<file path="config.mk">
export PLATFORM = sky130hd
export DESIGN_NAME = robot_master_fsm
export DESIGN_NICKNAME = d
export VERILOG_FILES = /design/src/rtl/robot_master_fsm.sv
export SDC_FILE = /design/constraint.sdc
export NUM_CORES = 1
export LEC_CHECK = 0
export ABC_AREA = 1
export ABC_CLOCK_PERIOD_IN_PS = 1730
export BUFFER_PORTS_ARGS = -buffer_cell sky130_fd_sc_hd__buf_4
export CORE_MARGIN = 2
export CORE_UTILIZATION = 35
export CTS_CLUSTER_DIAMETER = 150
export CTS_CLUSTER_SIZE = 40
export DETAILED_ROUTE_END_ITERATION = 7
export GPL_TIMING_DRIVEN = 0
export PLACE_DENSITY = 0.67
export SYNTH_ARGS = -nofsm -noshare
export SYNTH_HDL_FRONTEND = slang
export SYNTH_SLANG_ARGS = --single-unit
export TNS_END_PERCENT = 50
</file>
<file path="constraint.sdc">
create_clock -name clk -period 1.73 [get_ports clk]
set_clock_uncertainty 0.05 [all_clocks]
set_input_delay 0.2595 -clock clk [delete_from_list [all_inputs] [get_ports clk]]
set_output_delay 0.2595 -clock clk [all_outputs]
set_load 0.03 [all_outputs]
</file>
<file path="src/rtl/robot_master_fsm.sv">
// Top-level behaviour controller for the washer-collecting robot: sequences search, avoid,
// grab, colour check, corner seek, drop and stall recovery with a stall fault lock-out.
module robot_master_fsm #(
    parameter int unsigned NUM_IR       = 2,
    parameter int unsigned NUM_SENSE    = 2,
    parameter int unsigned CS_W         = 3,
    parameter int unsigned GRAB_CYCLES  = 8,
    parameter int unsigned COLOR_CYCLES = 4,
    parameter int unsigned DROP_CYCLES  = 8,
    parameter int unsigned CLEAR_CYCLES = 4,
    parameter int unsigned MAX_STALLS   = 3,
    parameter int unsigned CNT_W        = 8
) (
    input  logic                 clk,
    input  logic                 rst,
    input  logic [NUM_IR-1:0]    i_irs,
    input  logic [NUM_SENSE-1:0] i_sense,
    input  logic                 i_ips,
    input  logic [CS_W-1:0]      i_cs,
    input  logic                 i_pt,
    output logic                 o_enable_search,
    output logic                 o_enable_corner,
    output logic [NUM_IR-1:0]    o_avoid_mask,
    output logic                 o_emag_on,
    output logic                 o_servo_down,
    output logic [CS_W-1:0]      o_color_code,
    output logic [CNT_W-1:0]     o_washer_count,
    output logic [2:0]           o_state_code,
    output logic                 o_fault
);

    localparam int unsigned MaxDwellGc = (GRAB_CYCLES > COLOR_CYCLES) ? GRAB_CYCLES : COLOR_CYCLES;
    localparam int unsigned MaxDwell   = (MaxDwellGc > DROP_CYCLES) ? MaxDwellGc : DROP_CYCLES;
    localparam int unsigned TW = $clog2(MaxDwell) + 1;
    localparam int unsigned CW = $clog2(CLEAR_CYCLES + 1);
    localparam int unsigned SW = $clog2(MAX_STALLS + 1);

    typedef enum logic [2:0] {
        StSearch  = 3'd0,
        StAvoid   = 3'd1,
        StGrab    = 3'd2,
        StColor   = 3'd3,
        StCorner  = 3'd4,
        StDrop    = 3'd5,
        StStalled = 3'd6,
        StFault   = 3'd7
    } state_e;

    // Two-flop synchronisers
    logic [NUM_IR-1:0]    r_irs_meta, r_irs_sync;
    logic [NUM_SENSE-1:0] r_sense_meta, r_sense_sync;
    logic                 r_ips_meta, r_ips_sync;
    logic [CS_W-1:0]      r_cs_meta, r_cs_sync;
    logic                 r_pt_meta, r_pt_sync;

    state_e           r_state, w_state_d;
    state_e           r_ret, w_ret_d;
    logic [TW-1:0]    r_timer, w_timer_d;
    logic [CW-1:0]    r_clr, w_clr_d;
    logic [SW-1:0]    r_stall_cnt, w_stall_cnt_d;
    logic             r_emag, w_emag_d;
    logic [CS_W-1:0]  r_color, w_color_d;
    logic [CNT_W-1:0] r_count, w_count_d;

    logic              r_en_search, w_en_search;
    logic              r_en_corner, w_en_corner;
    logic [NUM_IR-1:0] r_avoid_mask, w_avoid_mask;
    logic              r_servo, w_servo;
    logic              r_fault, w_fault;

    logic w_stall, w_obstacle, w_washer;

    assign w_stall    = |r_sense_sync;
    assign w_obstacle = |r_irs_sync;
    assign w_washer   = ~r_ips_sync;

    always_comb begin
        w_state_d     = r_state;
        w_ret_d       = r_ret;
        w_timer_d     = r_timer;
        w_clr_d       = r_clr;
        w_stall_cnt_d = r_stall_cnt;
        w_emag_d      = r_emag;
        w_color_d     = r_color;
        w_count_d     = r_count;

        unique case (r_state)
            StSearch, StCorner: begin
                if (w_stall) begin
                    w_state_d = StStalled;
                    w_ret_d   = r_state;
                    w_clr_d   = '0;
                    if (r_stall_cnt < SW'(MAX_STALLS)) begin
                        w_stall_cnt_d = r_stall_cnt + 1'b1;
                    end
                end else if (w_obstacle) begin
                    w_state_d = StAvoid;
                    w_ret_d   = r_state;
                    w_clr_d   = '0;
                end else if (r_state == StSearch && w_washer) begin
                    w_state_d = StGrab;
                    w_timer_d = TW'(GRAB_CYCLES - 1);
                    w_emag_d  = 1'b1;
                end else if (r_state == StCorner && r_pt_sync) begin
                    w_state_d = StDrop;
                    w_timer_d = TW'(DROP_CYCLES - 1);
                end
            end
            StAvoid: begin
                if (w_stall) begin
                    w_state_d = StStalled;
                    w_clr_d   = '0;
                    if (r_stall_cnt < SW'(MAX_STALLS)) begin
                        w_stall_cnt_d = r_stall_cnt + 1'b1;
                    end
                end else if (w_obstacle) begin
                    w_clr_d = '0;
                end else if (r_clr == CW'(CLEAR_CYCLES - 1)) begin
                    w_state_d = r_ret;
                end else begin
                    w_clr_d = r_clr + 1'b1;
                end
            end
            StGrab: begin
                if (r_timer == '0) begin
                    w_state_d = StColor;
                    w_timer_d = TW'(COLOR_CYCLES - 1);
                end else begin
                    w_timer_d = r_timer - 1'b1;
                end
            end
            StColor: begin
                if (r_timer == '0) begin
                    w_color_d = r_cs_sync;
                    if (r_cs_sync != '0) begin
                        w_state_d = StCorner;
                    end else begin
                        w_state_d = StSearch;
                        w_emag_d  = 1'b0;
                    end
                end else begin
                    w_timer_d = r_timer - 1'b1;
                end
            end
            StDrop: begin
                if (r_timer == '0) begin
                    w_state_d     = StSearch;
                    w_emag_d      = 1'b0;
                    w_count_d     = r_count + 1'b1;
                    w_stall_cnt_d = '0;
                end else begin
                    w_timer_d = r_timer - 1'b1;
                end
            end
            StStalled: begin
                // The counter was bumped on entry, so the lock-out check sees this stall.
                if (r_stall_cnt >= SW'(MAX_STALLS)) begin
                    w_state_d = StFault;
                    w_emag_d  = 1'b0;
                end else if (w_stall) begin
                    w_clr_d = '0;
                end else if (r_clr == CW'(CLEAR_CYCLES - 1)) begin
                    w_state_d = r_ret;
                end else begin
                    w_clr_d = r_clr + 1'b1;
                end
            end
            StFault: begin
                w_emag_d = 1'b0;
            end
            default: begin
                w_state_d = StSearch;
            end
        endcase
    end

    // Outputs are decoded from the next state so they register together with the state.
    always_comb begin
        w_en_search  = (w_state_d == StSearch);
        w_en_corner  = (w_state_d == StCorner);
        w_avoid_mask = (w_state_d == StAvoid) ? r_irs_sync : '0;
        w_servo      = (w_state_d == StGrab) || (w_state_d == StDrop);
        w_fault      = (w_state_d == StFault);
    end

    always_ff @(posedge clk or posedge rst) begin
        if (rst) begin
            r_irs_meta   <= '0;
            r_irs_sync   <= '0;
            r_sense_meta <= '0;
            r_sense_sync <= '0;
            r_ips_meta   <= 1'b1;
            r_ips_sync   <= 1'b1;
            r_cs_meta    <= '0;
            r_cs_sync    <= '0;
            r_pt_meta    <= 1'b0;
            r_pt_sync    <= 1'b0;
            r_state      <= StSearch;
            r_ret        <= StSearch;
            r_timer      <= '0;
            r_clr        <= '0;
            r_stall_cnt  <= '0;
            r_emag       <= 1'b0;
            r_color      <= '0;
            r_count      <= '0;
            r_en_search  <= 1'b0;
            r_en_corner  <= 1'b0;
            r_avoid_mask <= '0;
            r_servo      <= 1'b0;
            r_fault      <= 1'b0;
        end else begin
            r_irs_meta   <= i_irs;
            r_irs_sync   <= r_irs_meta;
            r_sense_meta <= i_sense;
            r_sense_sync <= r_sense_meta;
            r_ips_meta   <= i_ips;
            r_ips_sync   <= r_ips_meta;
            r_cs_meta    <= i_cs;
            r_cs_sync    <= r_cs_meta;
            r_pt_meta    <= i_pt;
            r_pt_sync    <= r_pt_meta;
            r_state      <= w_state_d;
            r_ret        <= w_ret_d;
            r_timer      <= w_timer_d;
            r_clr        <= w_clr_d;
            r_stall_cnt  <= w_stall_cnt_d;
            r_emag       <= w_emag_d;
            r_color      <= w_color_d;
            r_count      <= w_count_d;
            r_en_search  <= w_en_search;
            r_en_corner  <= w_en_corner;
            r_avoid_mask <= w_avoid_mask;
            r_servo      <= w_servo;
            r_fault      <= w_fault;
        end
    end

    assign o_enable_search = r_en_search;
    assign o_enable_corner = r_en_corner;
    assign o_avoid_mask    = r_avoid_mask;
    assign o_emag_on       = r_emag;
    assign o_servo_down    = r_servo;
    assign o_color_code    = r_color;
    assign o_washer_count  = r_count;
    assign o_state_code    = r_state;
    assign o_fault         = r_fault;

endmodule

</file>
* Word level (Yosys, flattened, before mapping)
Index checks and enable logic that the tools add are counted.
Word-level totals: input port bits 11, register bits after elaboration 51, logic and storage cells 124, output and inout port bits 21
Cells by class: multiplexer cells 44, $lt $le $gt $ge 2, reductions and logical operators 24, eq/ne operators 26, add/subtract/negate cells 4, bitwise logic cells 1
Operator list (count):
- $mux 3 | 22
- $mux 4 | 6
- $eq 3x3->1 const B | 7
- $ne 2x2->1 const B | 9
- $pmux 3 s6 | 1
- $eq 3x2->1 const B | 4
- $pmux 4 s3 | 1
- $pmux 3 s3 | 1
- $reduce_bool 3->1 | 3
- $add 8x1->8 const B | 1
- $mux 2 | 4
- $reduce_and 8->1 | 1
- $reduce_or 2->1 | 4
- $mux 1 | 7
- $eq 3x1->1 const B | 2
- $logic_not 3->1 | 2
- $ne 3x3->1 const B | 2
- $reduce_and 2->1 | 3
- $pmux 1 s5 | 1
- $reduce_and 5->1 | 1
- $reduce_bool 5->1 | 1
- $logic_not 4->1 | 1
- $ne 2x1->1 const B | 2
- $pmux 2 s2 | 1
- 12 further kinds | 14

* Logic depth before layout (Yosys ltp)
depth after elaboration 9, gate-level depth with buffers 11, depth with buffers taken out 11

* Worst setup path before layout
No wires, ideal clock.
path type register to register, start register r_state[0] (netlist: o_state_code[0]), end register r_count[6] (netlist: o_washer_count[6]), library setup time 118 ps, period minus slack after synthesis 1701 ps, buffers on the path 0, stages on the path, launching flop included 10, setup slack 29 ps, data arrival time 1533 ps, data required time 1562 ps, cell sequence dfrtp_1 -> nand2_2 -> nor2_4 -> nand2_4 -> inv_2 -> nand2_2 -> nor3_4 -> nand3_1 -> nand2_1 -> nand2_1
Between the ends: longest elaborated chain between the ends 2
RTL lines:
- start, declared | line 56 | state_e r_state, w_state_d;
- start signal, assigned | line 198 | r_state <= StSearch;
- start signal, assigned | line 222 | r_state <= w_state_d;
- $eq 3x3->1 | line 87 | unique case (r_state)
- $reduce_and 2->1 (no line)
- end signal, assigned | line 229 | r_count <= w_count_d;
- end, declared | line 63 | logic [CNT_W-1:0] r_count, w_count_d;
No other way between the ends. A chain may end at the register's enable or synchronous reset.

* Final worst setup path
start register r_timer[0], end register r_count[6] (netlist: o_washer_count[6])
Between the ends: longest elaborated chain between the ends 2
RTL lines:
- start, declared | line 58 | logic [TW-1:0] r_timer, w_timer_d;
- start signal, assigned | line 224 | r_timer <= w_timer_d;
- $logic_not 4->1 | line 146 | if (r_timer == '0) begin
- $reduce_and 2->1 (no line)
No other way between the ends.

==> results.tsv <==
stage	metric	value	unit
run_status	status	finished clean	
timing	Period minus WS final	1.66	ns
global_routing	initial antenna violation count	0	
critical_path	r2r worst-path depth	11	
clock_network	TritonCTS Buffers	5	
floorplan	Ports	32	
finish	most frequent cells in the layout	57 x nand2_1, 47 x dfrtp_1, 42 x buf_4	
routing	routed metal-1 wire length	2.15	mm
global_routing	largest net degree at the start of global routing	39	
critical_path	R2R Path Start	r_timer[0]$_DFFE_PP0P_	
floorplan	die width	86.9	µm
power	Clock Power Share	16.4	%
timing	# setup viols final	0	
finish	most common cell after layout, fill and taps aside	nand2_1	
floorplan	core outline area	6720	µm²
logic_synthesis	sequential element share of the synthesized area	53.2	%
global_routing	GR Util All Layers	13.4	%
logic_synthesis	Netlist Area Pre-Place	2400	µm²
worst_hold_path	hold depth	1	
logic_synthesis	Post-Syn Area per Cell	8.56	µm²
timing	Slew Limit Fails	0	
worst_hold_path	HP Class	input port to flop	
logic_synthesis	post-synth top area share	51.0	%
placement	DP Area	2760	µm²
finish	layout cell share with drive strength beyond 1	29.1	%
timing	Worst-Margin Slew	0.430	ns
timing	Hold Fails Final Rpt	0	
worst_hold_path	hold path start	i_irs[0]	
clock_network	clk root buf	clkbuf_8	
critical_path	r2r setup slk	0.07	ns
routing	Detail Route met2 WL	2.51	mm
floorplan	Initial Util	35.8	%
routing	detailed router's first-iteration violation count	155	
power	sequential share of power	29.6	%
routing	via-per-instance ratio	4.85	
placement	post-DP HPWL	3.44	mm
logic_synthesis	Yosys Warn Count	0	
logic_synthesis	Synth Register Bits	51	
timing	RSZ-0062 raised after global routing	yes	
routing	drt wl/cell	11.9	µm
critical_path	CP max FO	6	
clock_network	clk_lat worst skew	0.30	ns
placement	DP Cell Count	393	
power	total power	5830	µW
floorplan	row cnt	30	
routing	Post-DRT Antenna Nets	0	
clock_network	clock buffer depth	2	
global_routing	first-pass GRT wire length	8.02	mm
finish	Area growth syn-to-layout	33.2	%
logic_synthesis	Synth Net Count	297	
placement	buffers added on ports	31	
routing	DRC viols	0	
critical_path	crit path DAT	1.81	ns
routing	vias post-DR	2038	
critical_path	CP Launch Type	flop	
critical_path	Worst EP required	1.88	ns
logic_synthesis	Synth Instances	281	
finish	fin cells	420	
critical_path	crit path capture type	flop	
clock_network	Reg clk slew, reported paths	0.09	ns
routing	Pre-antenna DRT Iters	5	
critical_path	reg2reg end	o_washer_count[6]$_DFFE_PP0P_	
logic_synthesis	synth top area cells	dfrtp_1 51%, nand2_1 10%, nand3_1 7.1%	
clock_network	# clock sinks	51	
routing	DR top layer	met4	
power	Pint	3250	µW
routing	final WL	5.02	mm
critical_path	Setup CP Type	flop to flop	
finish	Ant. Diodes	0	
worst_hold_path	Hold EP	r_irs_meta[0]$_DFF_PP0_	
floorplan	Die H	86.9	µm
logic_synthesis	Cell variety after synth	26	
floorplan	die area	7550	µm²
logic_synthesis	cell type with the highest aggregate area in the netlist	dfrtp_1	
finish	design area	3200	µm²
power	Leak	0.00169	µW
power	Power Dens Cells	1820	nW/µm²
power	combinational share of power	54.0	%
placement	Routability Congestion	0.864	
timing	Max Clk Rate	0.601	GHz
power	sw frac	44.3	%
finish	NumNets Final	355	
timing	period utilisation layout	96.2	%
clock_network	H-tree levels	2	
timing	Setup TNS	0	ns
clock_network	CTS tree	built	
routing	WL met3	262	µm
timing	Slew headroom	71.3	%
power	Max rail drop VDD	0.843	mV
global_routing	vias in the first global route	1824	
run	max-cap violation count	0	
power	Psw	2580	µW
global_routing	Remaining Overflow, GRT	0	
[logic make-up (layout without fill, tap and decap cells)]
logic type / Yosys count / count (layout) / share of synthesized area (%)
simple gates: 148 / 148 / 28.4
compound gates: 27 / 27 / 6.04
buf+inv: 42 / 101 / 6.87
fa+ha+maj: 5 / 5 / 2.60
flops: 51 / 51 / 53.2
xor+xnor: 8 / 8 / 2.91
[cell usage after synthesis]
cell type  number
nand2_2         3
nor2_4          2
a21oi_2         1
dfstp_2         2
xnor2_1         3
a211oi_1        1
inv_1          37
nand3_2         2
dfrtp_1        49
o21ai_1         5
nand2_4         1
nor2_1         30
ha_1            5
nand3_1        34
a21oi_1         7
xor2_1          5
o21ai_0        11
nand2_1        65
nand4_1         3
nor3_4          2
o31ai_1         1
buf_4           2
inv_2           3
a31oi_1         1
nor2_2          2
nor3_1          4
[what timing repair did]
item,4_1_cts,5_1_grt
hold buffers,1,7
setup buffers,0,11
endpoints found under the hold margin,13,7
cloned,0,0
pin swaps,0,12
resized for setup,8,36
setup endpoints to repair,14,15
[critical path, cell delays in order (launching register included)]
cell and delay [ns]:
dfrtp_1 0.39, inv_2 0.10, ha_4 0.15, nand2_4 0.05, nor2_4 0.15, nand2_4 0.11, inv_4 0.08, nand2_4 0.06
nor3_4 0.22, nand3_1 0.09, nand2_1 0.06, nand2_1 0.04
[worst max-delay path by stage]
stage,start,end,slack [ns],cells after the start
after CTS,r_timer[0]$_DFFE_PP0P_,o_enable_search$_DFF_PP0_,0.006,10
after floorplan,o_state_code[0]$_DFF_PP0_,o_washer_count[6]$_DFFE_PP0P_,0.03,9
after global placement,rst,o_color_code[2]$_DFFE_PP0P_,-0.41,2
final,r_timer[0]$_DFFE_PP0P_,o_washer_count[6]$_DFFE_PP0P_,0.07,11
after global routing,r_timer[0]$_DFFE_PP0P_,o_washer_count[6]$_DFFE_PP0P_,-0.05,11
after detailed placement,r_timer[0]$_DFFE_PP0P_,r_timer[3]$_DFFE_PP0P_,-0.14,9
[routing by layer]
layer  up-vias  track usage, %
li1       1010               -
met3        11            3.22
met4         0            5.40
met1       944            16.6
met2        73            22.3
met5         -               0
[final cells by class]
| class | instances | area, µm² |
|---|---|---|
| clock buffer | 6 | 72.6 |
| inverter | 40 | 153 |
| multi-input combinational | 188 | 1100 |
| clock inverter | 2 | 60.1 |
| sequential | 51 | 1280 |
| tap | 80 | 100 |
| timing repair buffer | 51 | 415 |
| fill | 603 | 3520 |
| buffer | 2 | 22.5 |
[power by group through the flow]
stage / clock [µW] / sequential (µW) / combinational [µW]
floorplan: 0 / 1950 / 1630
detailed placement: 0 / 1710 / 2540
global route: 1030 / 1760 / 3480
CTS: 981 / 1700 / 2610
finish: 956 / 1730 / 3150
global placement: 0 / 1710 / 2480
[sequential cells by signal (all words and copies together) (netlist names)]
| register | count |
|---|---|
| r_irs_sync | 2 |
| r_sense_meta | 2 |
| r_clr | 3 |
| o_emag_on | 1 |
| r_ips_meta | 1 |
| o_state_code | 3 |
| o_enable_search | 1 |
| r_irs_meta | 2 |
| r_cs_meta | 3 |
| r_timer | 4 |
| o_color_code | 3 |
| o_enable_corner | 1 |
| o_fault | 1 |
| o_avoid_mask | 2 |
| o_servo_down | 1 |
| o_washer_count | 8 |
| r_pt_sync | 1 |
| r_sense_sync | 2 |
| r_ret | 3 |
| r_stall_cnt | 2 |
| r_pt_meta | 1 |
| r_ips_sync | 1 |
| r_cs_sync | 3 |
[stage by stage]
stage	setup WS [ns]	hold WS, ns	util [%]
finish	0.0666	0.0149	47.7
CTS	0.00645	0.00324	43.5
global route	-0.0458	-0.00190	47.7
global placement	-0.407	0.283	40.7
detailed placement	-0.143	0.199	41.0
floorplan	0.0290	0.214	-
(Power assumes the default switching activity.)
